**config.mk**
```make
export PLATFORM = sky130hd
export DESIGN_NAME = usb_tx_mspeed
export DESIGN_NICKNAME = d
export VERILOG_FILES = /design/src/rtl/usb_tx_mspeed_pkg.sv /design/src/rtl/usb_crc16.sv /design/src/rtl/usb_tx_mspeed.sv
export SDC_FILE = /design/constraint.sdc
export NUM_CORES = 1
export LEC_CHECK = 0
export ABC_AREA = 0
export ABC_CLOCK_PERIOD_IN_PS = 3000
export CAP_MARGIN = 20
export CORE_ASPECT_RATIO = 1.2
export CORE_MARGIN = 2
export CORE_UTILIZATION = 55
export CTS_BUF_LIST = sky130_fd_sc_hd__clkbuf_16
export DETAILED_ROUTE_END_ITERATION = 12
export GPL_TIMING_DRIVEN = 0
export PLACE_DENSITY = 0.74
export RECOVER_POWER = 100
export SYNTH_ARGS = -nofsm -noshare
export SYNTH_HDL_FRONTEND = slang
export SYNTH_SLANG_ARGS = --single-unit
```
**constraint.sdc**
```tcl
create_clock -name clk -period 3 [get_ports clk]
set_input_delay 0.9 -clock clk [delete_from_list [all_inputs] [get_ports clk]]
set_output_delay 0.9 -clock clk [all_outputs]
set_load 0.02 [all_outputs]
```
**src/rtl/usb_tx_mspeed_pkg.sv**
```systemverilog
// rtl/usb_tx_mspeed_pkg.sv - shared USB line types, PIDs, transmitter states and CRC16 constants
package types;

  typedef struct packed {
    logic dp;
    logic dm;
  } d_port_t;

  typedef enum logic [7:0] {
    PID_OUT   = 8'hE1,
    PID_IN    = 8'h69,
    PID_SOF   = 8'hA5,
    PID_SETUP = 8'h2D,
    PID_DATA0 = 8'hC3,
    PID_DATA1 = 8'h4B,
    PID_ACK   = 8'hD2,
    PID_NAK   = 8'h5A,
    PID_STALL = 8'h1E
  } pid_t;

  typedef enum logic [2:0] {
    IDLE,
    SYNC,
    DATA,
    CRC_LO,
    CRC_HI,
    EOP_SE0,
    EOP_J
  } tx_state_t;

  localparam d_port_t J_FS = d_port_t'(2'b10);
  localparam d_port_t K_FS = d_port_t'(2'b01);
  localparam d_port_t J_LS = d_port_t'(2'b01);
  localparam d_port_t K_LS = d_port_t'(2'b10);
  localparam d_port_t SE0  = d_port_t'(2'b00);

  localparam logic [15:0] CRC16_POLY = 16'hA001;
  localparam logic [15:0] CRC16_INIT = 16'hFFFF;

  // Low speed swaps the J/K polarity of the differential pair.
  function automatic d_port_t line_of(input logic is_j, input logic low_speed);
    if (low_speed) return is_j ? J_LS : K_LS;
    return is_j ? J_FS : K_FS;
  endfunction

endpackage

```
**src/rtl/usb_crc16.sv**
```systemverilog
// rtl/usb_crc16.sv - reflected CRC16 (0xA001) with one-bit serial update
module usb_crc16
  import types::*;
(
  input  logic        clk,
  input  logic        reset_n,
  input  logic        init,
  input  logic        en,
  input  logic        bit_in,
  output logic [15:0] crc
);

  logic [15:0] crc_q, crc_d;

  always_comb begin
    crc_d = crc_q;
    if (init) begin
      crc_d = CRC16_INIT;
    end else if (en) begin
      crc_d = (crc_q >> 1) ^ ((crc_q[0] ^ bit_in) ? CRC16_POLY : 16'h0000);
    end
  end

  always_ff @(posedge clk or negedge reset_n) begin
    if (!reset_n) crc_q <= CRC16_INIT;
    else          crc_q <= crc_d;
  end

  assign crc = crc_q;

endmodule

```
**src/rtl/usb_tx_mspeed.sv**
```systemverilog
// rtl/usb_tx_mspeed.sv - LS/FS USB serial transmitter: SYNC, NRZI, bit stuffing, CRC16, EOP
module usb_tx_mspeed
  import types::*;
#(
  parameter int CLK_HZ = 24_000_000,
  parameter int DIV_LS = CLK_HZ / 1_500_000,
  parameter int DIV_FS = CLK_HZ / 12_000_000
) (
  input  logic       clk,
  input  logic       reset_n,
  input  logic       ls,
  input  logic       crc_en,
  input  logic [7:0] data,
  input  logic       valid,
  output logic       ready,
  output logic       busy,
  output d_port_t    d_o,
  output logic       d_en
);

  localparam int CW = $clog2(DIV_LS + 1);
  localparam logic [CW-1:0] RELOAD_LS = CW'(DIV_LS - 1);
  localparam logic [CW-1:0] RELOAD_FS = CW'(DIV_FS - 1);

  tx_state_t     state_q, state_d;
  logic [CW-1:0] cnt_q, cnt_d;
  logic [7:0]    shift_q, shift_d;
  logic [7:0]    pid_q, pid_d;
  logic [2:0]    bit_idx_q, bit_idx_d;
  logic [2:0]    ones_q, ones_d;
  logic          lvl_q, lvl_d;
  logic          ls_q, ls_d;
  logic          crc_en_q, crc_en_d;
  logic          first_q, first_d;
  logic          arm_q, arm_d;
  logic          busy_q, busy_d;

  logic          strobe, stuff_due, launch, launch_bit;
  logic          crc_init, crc_upd;
  logic [2:0]    next_idx;
  logic [15:0]   crc;

  usb_crc16 u_crc (
    .clk     (clk),
    .reset_n (reset_n),
    .init    (crc_init),
    .en      (crc_upd),
    .bit_in  (launch_bit),
    .crc     (crc)
  );

  always_comb begin
    state_d    = state_q;
    cnt_d      = cnt_q;
    shift_d    = shift_q;
    pid_d      = pid_q;
    bit_idx_d  = bit_idx_q;
    ones_d     = ones_q;
    lvl_d      = lvl_q;
    ls_d       = ls_q;
    crc_en_d   = crc_en_q;
    first_d    = first_q;
    busy_d     = busy_q;
    arm_d      = (state_q == IDLE);
    ready      = 1'b0;
    crc_init   = 1'b0;
    crc_upd    = 1'b0;
    launch     = 1'b0;
    launch_bit = 1'b0;
    strobe     = (cnt_q == '0);
    stuff_due  = (ones_q == 3'd6);
    next_idx   = bit_idx_q + 3'd1;

    if (state_q != IDLE) cnt_d = strobe ? (ls_q ? RELOAD_LS : RELOAD_FS) : cnt_q - 1'b1;

    case (state_q)
      IDLE: begin
        // arm_q holds off acceptance for one clock after reset and after every EOP.
        if (arm_q && valid) begin
          ready     = 1'b1;
          ls_d      = ls;
          crc_en_d  = crc_en;
          pid_d     = data;
          crc_init  = 1'b1;
          busy_d    = 1'b1;
          cnt_d     = ls ? RELOAD_LS : RELOAD_FS;
          shift_d   = 8'h80;
          bit_idx_d = 3'd0;
          state_d   = SYNC;
          launch    = 1'b1;
          launch_bit = 1'b0;
        end
      end
      SYNC, DATA, CRC_LO, CRC_HI: begin
        if (strobe) begin
          if (stuff_due) begin
            launch     = 1'b1;
            launch_bit = 1'b0;
          end else if (bit_idx_q != 3'd7) begin
            bit_idx_d  = next_idx;
            launch     = 1'b1;
            launch_bit = shift_q[next_idx];
            crc_upd    = (state_q == DATA) && !first_q;
          end else begin
            bit_idx_d = 3'd0;
            if (state_q == SYNC) begin
              state_d    = DATA;
              shift_d    = pid_q;
              first_d    = 1'b1;
              launch     = 1'b1;
              launch_bit = pid_q[0];
            end else if (state_q == DATA && valid) begin
              ready      = 1'b1;
              shift_d    = data;
              first_d    = 1'b0;
              launch     = 1'b1;
              launch_bit = data[0];
              crc_upd    = 1'b1;
            end else if (state_q == DATA && crc_en_q) begin
              state_d    = CRC_LO;
              shift_d    = ~crc[7:0];
              launch     = 1'b1;
              launch_bit = ~crc[0];
            end else if (state_q == CRC_LO) begin
              state_d    = CRC_HI;
              shift_d    = ~crc[15:8];
              launch     = 1'b1;
              launch_bit = ~crc[8];
            end else begin
              state_d = EOP_SE0;
              ones_d  = 3'd0;
            end
          end
        end
      end
      EOP_SE0: begin
        if (strobe) begin
          if (bit_idx_q == 3'd0) begin
            bit_idx_d = 3'd1;
          end else begin
            state_d = EOP_J;
            lvl_d   = 1'b1;
          end
        end
      end
      EOP_J: begin
        if (strobe) begin
          state_d = IDLE;
          busy_d  = 1'b0;
          lvl_d   = 1'b1;
        end
      end
      default: state_d = IDLE;
    endcase

    // NRZI: a 0 toggles the line; only PID..CRC bits feed the stuffing run counter.
    if (launch) begin
      lvl_d  = launch_bit ? lvl_q : ~lvl_q;
      ones_d = (launch_bit && (state_d inside {DATA, CRC_LO, CRC_HI})) ? ones_q + 3'd1 : 3'd0;
    end
  end

  always_ff @(posedge clk or negedge reset_n) begin
    if (!reset_n) begin
      state_q   <= IDLE;
      cnt_q     <= '0;
      shift_q   <= 8'h00;
      pid_q     <= 8'h00;
      bit_idx_q <= 3'd0;
      ones_q    <= 3'd0;
      lvl_q     <= 1'b1;
      ls_q      <= 1'b0;
      crc_en_q  <= 1'b0;
      first_q   <= 1'b0;
      arm_q     <= 1'b0;
      busy_q    <= 1'b0;
    end else begin
      state_q   <= state_d;
      cnt_q     <= cnt_d;
      shift_q   <= shift_d;
      pid_q     <= pid_d;
      bit_idx_q <= bit_idx_d;
      ones_q    <= ones_d;
      lvl_q     <= lvl_d;
      ls_q      <= ls_d;
      crc_en_q  <= crc_en_d;
      first_q   <= first_d;
      arm_q     <= arm_d;
      busy_q    <= busy_d;
    end
  end

  always_comb begin
    if (!busy_q || state_q == EOP_SE0) d_o = SE0;
    else                               d_o = line_of(lvl_q, ls_q);
  end

  assign busy = busy_q;
  assign d_en = busy_q;

endmodule

```
==> results of run 1 <==
==> cells by family after synthesis <==
logic type | share of synthesized area
adder cells (fa/ha/maj) | 0.0233
AND/OR/NAND/NOR | 0.238
XOR/XNOR | 0.0136
AO/OA/AOI/OAI | 0.223
flip-flops | 0.410
multiplexers | 0.0365
buffers and inverters | 0.0548
==> where the power goes <==
part,switching [mW],internal [mW]
Sequential,0.249,1.04
Clock,0.270,0.364
Combinational,1.05,0.738
Total,1.57,2.15
==> metrics by stage <==
| step | area [um2] | hold slack, ns | TNS, ns |
|---|---|---|---|
| after floorplan | 3220 | 0.438 | 0 |
| after detailed placement | 3500 | 0.463 | -0.455 |
| after global placement | 3480 | 0.459 | -18.35 |
| after global routing | 3670 | 0.498 | 0 |
| final | 3670 | 0.479 | 0 |
| after CTS | 3690 | 0.480 | 0 |
==> state kept, by name, indices dropped and copies added (netlist names), 3 cells and up <==
signal,flops
state_q,3
ones_q,3
u_crc.crc,16
bit_idx_q,3
pid_q,8
shift_q,8
cnt_q,5
==> worst max-delay path, delay by kind of cell, from the launching register on <==
kind	cells	cell delay, ns
and+or+nand+nor	4	0.71
adders and majority gates	1	0.16
DFF	1	0.38
buffers and inverters	3	0.45
==> metal layers <==
metal  vias up  wire length, um  track usage  share of wire
met5         -                0            0              0
met3        19              243       0.0322          0.031
li1       1362                -            -              -
met2        76             4000        0.445           0.51
met1      1325             3390        0.337           0.43
met4         0              209        0.111          0.027
==> worst paths after layout <==
kind | from | end | slack [ns] | cells past startpoint
max in group asynchronous | reset_n | bit_idx_q[0] | 0.78 | 2
worst min register to register | shift_q[4] | shift_q[4] | 0.48 | 2
min in group asynchronous | reset_n | bit_idx_q[2] | 0.85 | 1
worst max-delay path | cnt_q[0] | ready | 0.10 | 8
worst max register to register | bit_idx_q[0] | ones_q[2] | 0.20 | 8
worst min-delay path | shift_q[4] | shift_q[4] | 0.48 | 2
==> placed cells by master, fill, tap and decap left out, types with 4 or more instances in the layout <==
master,netlist,final
ha_1,6,4
o21ai_1,7,5
xnor2_1,4,4
nand3_1,6,5
a21oi_1,33,33
clkbuf_1,10,10
nand2b_1,5,5
clkdlybuf4s50_1,0,12
buf_2,12,8
o41ai_1,5,5
a211oi_1,4,4
buf_4,2,4
nand2_1,58,58
dfrtp_1,35,33
mux2i_1,5,5
a21o_1,4,4
nor3_1,5,5
o21ai_0,16,18
a31oi_1,5,5
inv_1,9,8
nor2_1,63,63
clkbuf_16,0,6
dfstp_2,17,17
==> cell usage after synthesis (2+ instances only) <==
master,instances
nor3_1,5
or3_1,2
dfrtp_1,35
mux2i_1,5
a211oi_1,4
a31oi_1,5
buf_4,2
dfstp_2,17
nand2b_1,5
nor2_1,63
o21ai_1,7
a21o_1,4
o21a_1,2
o41ai_1,5
nor2b_1,3
o31ai_1,2
mux4_2,2
ha_1,6
clkbuf_1,10
and2_1,3
o21ai_0,16
a221oi_1,2
xnor2_1,4
o22ai_1,3
a21oi_1,33
nand3_1,6
buf_6,2
o22ai_2,2
nand2_1,58
inv_1,9
buf_2,12
and3_1,3
inv_2,2
==> timing repair <==
item	CTS	global route
pin swaps	0	1
buffers inserted	2	0
endpoints found under the setup margin	3	3
gates resized for setup	14	5
==> cell type report <==
cell class	count	area (um2)
Multi-Input combinational cell	284	1730
Tap cell	80	100
Fill cell	491	2000
Inverter	11	45.0
Timing Repair Buffer	19	169
Clock buffer	6	150
Clock inverter	2	15.0
Buffer	23	133
Sequential cell	52	1330
==> results.ini, run 1 <==
[run_status]
status=complete, no violations

[sta]
fin_skew_ns=0.00613
maxSlewHeadroom=0.176
max_freq_mhz=345
fin_crit_ns=2.90
finalSetupViolCount=0
hold_viol_final=0
worst_pin_slew_ns=1.24
rsz0062_at_grt=no
min_period_over_period=0.966
final_max_slew_viol_count=0
timing.final.ws_setup_ns=0.101

[synthesis]
yosys.area.top_type=dfrtp_1
synth_fp_nets=392
synth_ff_type=dfrtp_1
syn-cell-area_mm2=0.00322
ys.warnings.count=0
async_flop_share=1.00
ys_ff_latch=52
synth_edf_count=0
yosysSeqAreaShare=0.410
netlist_instances=373
synth_top_area_share=0.272
synth.top_cells.by_area=dfrtp_1 (27%), dfstp_2 (14%), nor2_1 (7.3%)
synth.avg_cell_area_um2=8.64
ys_types=67

[die]
fp.dieW_um=73.9
die_h_um=87.8
core_mm2=0.00567
die_area_mm2=0.00649
ios=18
initial_core_util=0.568
row_count=30

[route]
first_pass_iters=5
routed_via_density=5.83
ant_nets=0
wirelength_um=7840
dr_total_vias=2782
drtIter0Drc=161
drc_errors=0
wire_per_inst_um=16.4

[cells_and_area]
fin_cells=477
layout.nets=415
num_antenna_cells=0
area_growth_syn_to_layout_pct=13.8
final_util=0.647
drive_above_1_share=0.171

[setup_path]
cp-end-kind=output port
crit_fanout=10
arrival_ns=2.00
critPathKind=flop to output port
slowest_stage=or4b_4
crit_required_ns=2.10
start_kind=flop
path_cells=inv_1, ha_4, or4b_4, buf_6, nor2_4, nand2_1, nand2_1, buf_2
cpPeakStageDelay_ns=0.47
crit_path_frequent_cell=nand2_1

[grt]
gr-total-overflow=0
antenna_found_initial=0
track_usage=0.263
grt_max_degree=30
grt_pass1_wl_um=13200
grt_pass1_vias=2752

[clocking]
path_clk_slew_ns=0.07
hold_buffers=0
cts_tree=built
h-tree-depth=2
clockBufferDepth=2
cts_buffers=5
worstSkewPairLatency_ns=0.29
clkSinkCount=52
cts_root_buffer=clkbuf_16

[placement]
portBuffers=16
place_congestion=0.897
dpl.cell_count=470
dp_hpwl_um=5830
pre_cts_ws_ns=-0.455

[power_and_ir_drop]
peakVddDrop_v=0.000485
powerDensity_mw_per_mm2=1010
total_power_mw=3.71
leakage_nw=1.53

[min_path]
hp-class=flop to flop

[run]
maxCapViolCount=0

(Power assumes the default switching activity.)
==> run 2: changes to the inputs <==
CAP_MARGIN = unset   (was 20)
==> results of run 2 <==
Same layout as run 1: the final DEF is identical, and so are final timing and power.
==> run 3: changes to the inputs <==
CORE_MARGIN = 3   (was 2)
==> run 3 against run 2 <==
  * Clock skew is 0.0017 ns lower
  * Sequential share of layout area rose by 0.29 points
  * Wire length is 0.14% lower
  * Count of clock-buffer cells in the layout did not move
  * Clock power decreased by 4.4%
  * Setup slack lost 0.016 ns
  * Sequential cell count unchanged
  * Power down 1.4%
  * Global-route usage is 1.5 points lower
  * Utilization increased by 1.7 points
  * Critical path depth decreased by 2
  * Critical path type unchanged
  * Highest routed layer unchanged
==> results.ini, run 3 (same netlist as run 1, synthesis figures left out) <==
[die]
fp.dieW_um=75.9
row_count=29
die_h_um=89.8
core_mm2=0.00548
initial_core_util=0.588
ios=18
die_area_mm2=0.00682

[min_path]
holdPathStages=2
hp-class=flop to flop

[route]
dr_total_vias=2790
drc_errors=0
wirelength_um=7830
drtIter0Drc=206
ant_nets=0
first_pass_iters=4
wire_per_inst_um=16.5
routed_via_density=5.89

[power_and_ir_drop]
peakVddDrop_v=0.000567
intPower_mw=2.13
powerDensity_mw_per_mm2=1010
total_power_mw=3.66
seq_power_share=0.352
p_sw_mw=1.53
combPwrFrac=0.483
leakage_nw=1.54
switching_share=0.418
pwr-share-clk=0.166

[clocking]
cts_tree=built
cts_root_buffer=clkbuf_16
cts_buffers=5
path_clk_slew_ns=0.07
clockBufferDepth=2
hold_buffers=0
clkSinkCount=52
h-tree-depth=2
worstSkewPairLatency_ns=0.29

[setup_path]
cpPeakStageDelay_ns=0.60
reg2reg_setup_slack_ns=0.24
start_kind=flop
crit_path_frequent_cell=nand2_1
ff2ff_path_depth=8
path_cells=clkbuf_4, buf_2, nand2_1, nand2_1, nor2_1, clkdlybuf4s50_1
slowest_stage=clkdlybuf4s50_1
crit_required_ns=2.10
cp-end-kind=output port
crit_fanout=10
arrival_ns=2.01
critPathKind=flop to output port

[sta]
final_max_slew_viol_count=0
whs_ns=0.477
fin_setup_tns_ns=0
max_freq_mhz=343
min_period_over_period=0.972
finalSetupViolCount=0
worst_pin_slew_ns=0.985
fin_crit_ns=2.91
rsz0062_at_grt=no
maxSlewHeadroom=0.343
fin_skew_ns=0.00445
hold_viol_final=0

[run_status]
status=complete, no violations

[run]
maxCapViolCount=0

[cells_and_area]
final_cell_mix=nor2_1 (63), nand2_1 (58), a21oi_1 (33), dfrtp_1 (33), o21ai_0 (18)
largest_reg_flops=16
area_growth_syn_to_layout_pct=12.9
final_common_cell=nor2_1
fillerInstances=475
fin_cells=474
layout.nets=415
num_antenna_cells=0
drive_above_1_share=0.166
stdcell_area_mm2=0.00364

[grt]
grt_max_degree=35
gr-total-overflow=0
antenna_found_initial=0
track_usage=0.248
grt_pass1_wl_um=13100
grt_pass1_vias=2743

[placement]
dp_hpwl_um=5800
place_congestion=0.914
dpl.cell_count=467
placed_area_mm2=0.00349
portBuffers=16

==> run 3: final cells by class <==
class                           instances  area [um2]  share of cell area
Clock buffer                            6         150              0.0413
Multi-Input combinational cell        284        1710               0.469
Buffer                                 24         143              0.0392
Tap cell                               77        96.3              0.0265
Timing Repair Buffer                   18         166              0.0457
Sequential cell                        52        1330               0.364
Clock inverter                          2        7.51             0.00206
Inverter                               11        45.0              0.0124
==> run 3: per-stage QoR <==
stage	utilization	setup slack, ns
2_1_floorplan	-	0.311
3_3_place_gp	0.635	-0.479
3_5_place_dp	0.638	-0.403
4_1_cts	0.672	0.00719
5_1_grt	0.664	0.0104
6_report	0.664	0.0851
==> run 3: what timing repair did <==
| action | 4_1_cts | 5_1_grt |
|---|---|---|
| resized for setup | 16 | 5 |
| endpoints found under the setup margin | 3 | 3 |
| buffers inserted | 1 | 0 |
==> run 3: critical path, delay by kind of cell, from the launching register on <==
| kind | cells | cell delay [ns] |
|---|---|---|
| buf+inv | 3 | 1.02 |
| simple gates | 3 | 0.25 |
| flops | 1 | 0.46 |
==> run 3: final timing paths <==
path,from,endpoint
min in group asynchronous,reset_n,ones_q[2]
max in group asynchronous,reset_n,bit_idx_q[0]
worst max register to register,bit_idx_q[0],ones_q[2]
worst max-delay path,state_q[0],d_o[0]
worst min-delay path,shift_q[2],shift_q[2]
worst min register to register,shift_q[2],shift_q[2]
==> run 3: power groups by stage <==
stage,logic (mW),registers (mW),clock network [mW]
after floorplan,1.36,1.21,0
after global placement,1.71,1.28,0
after detailed placement,1.75,1.29,0
after CTS,1.79,1.28,0.616
after global routing,1.97,1.32,0.653
final,1.77,1.29,0.606
==> run 3: layer usage <==
layer / vias to the layer above / part of all wire / global-route usage
li1: 1345 / - / -
met1: 1330 / 0.42 / 0.324
met2: 91 / 0.50 / 0.398
met3: 24 / 0.049 / 0.0435
met4: 0 / 0.033 / 0.0962
met5: - / 0 / 0
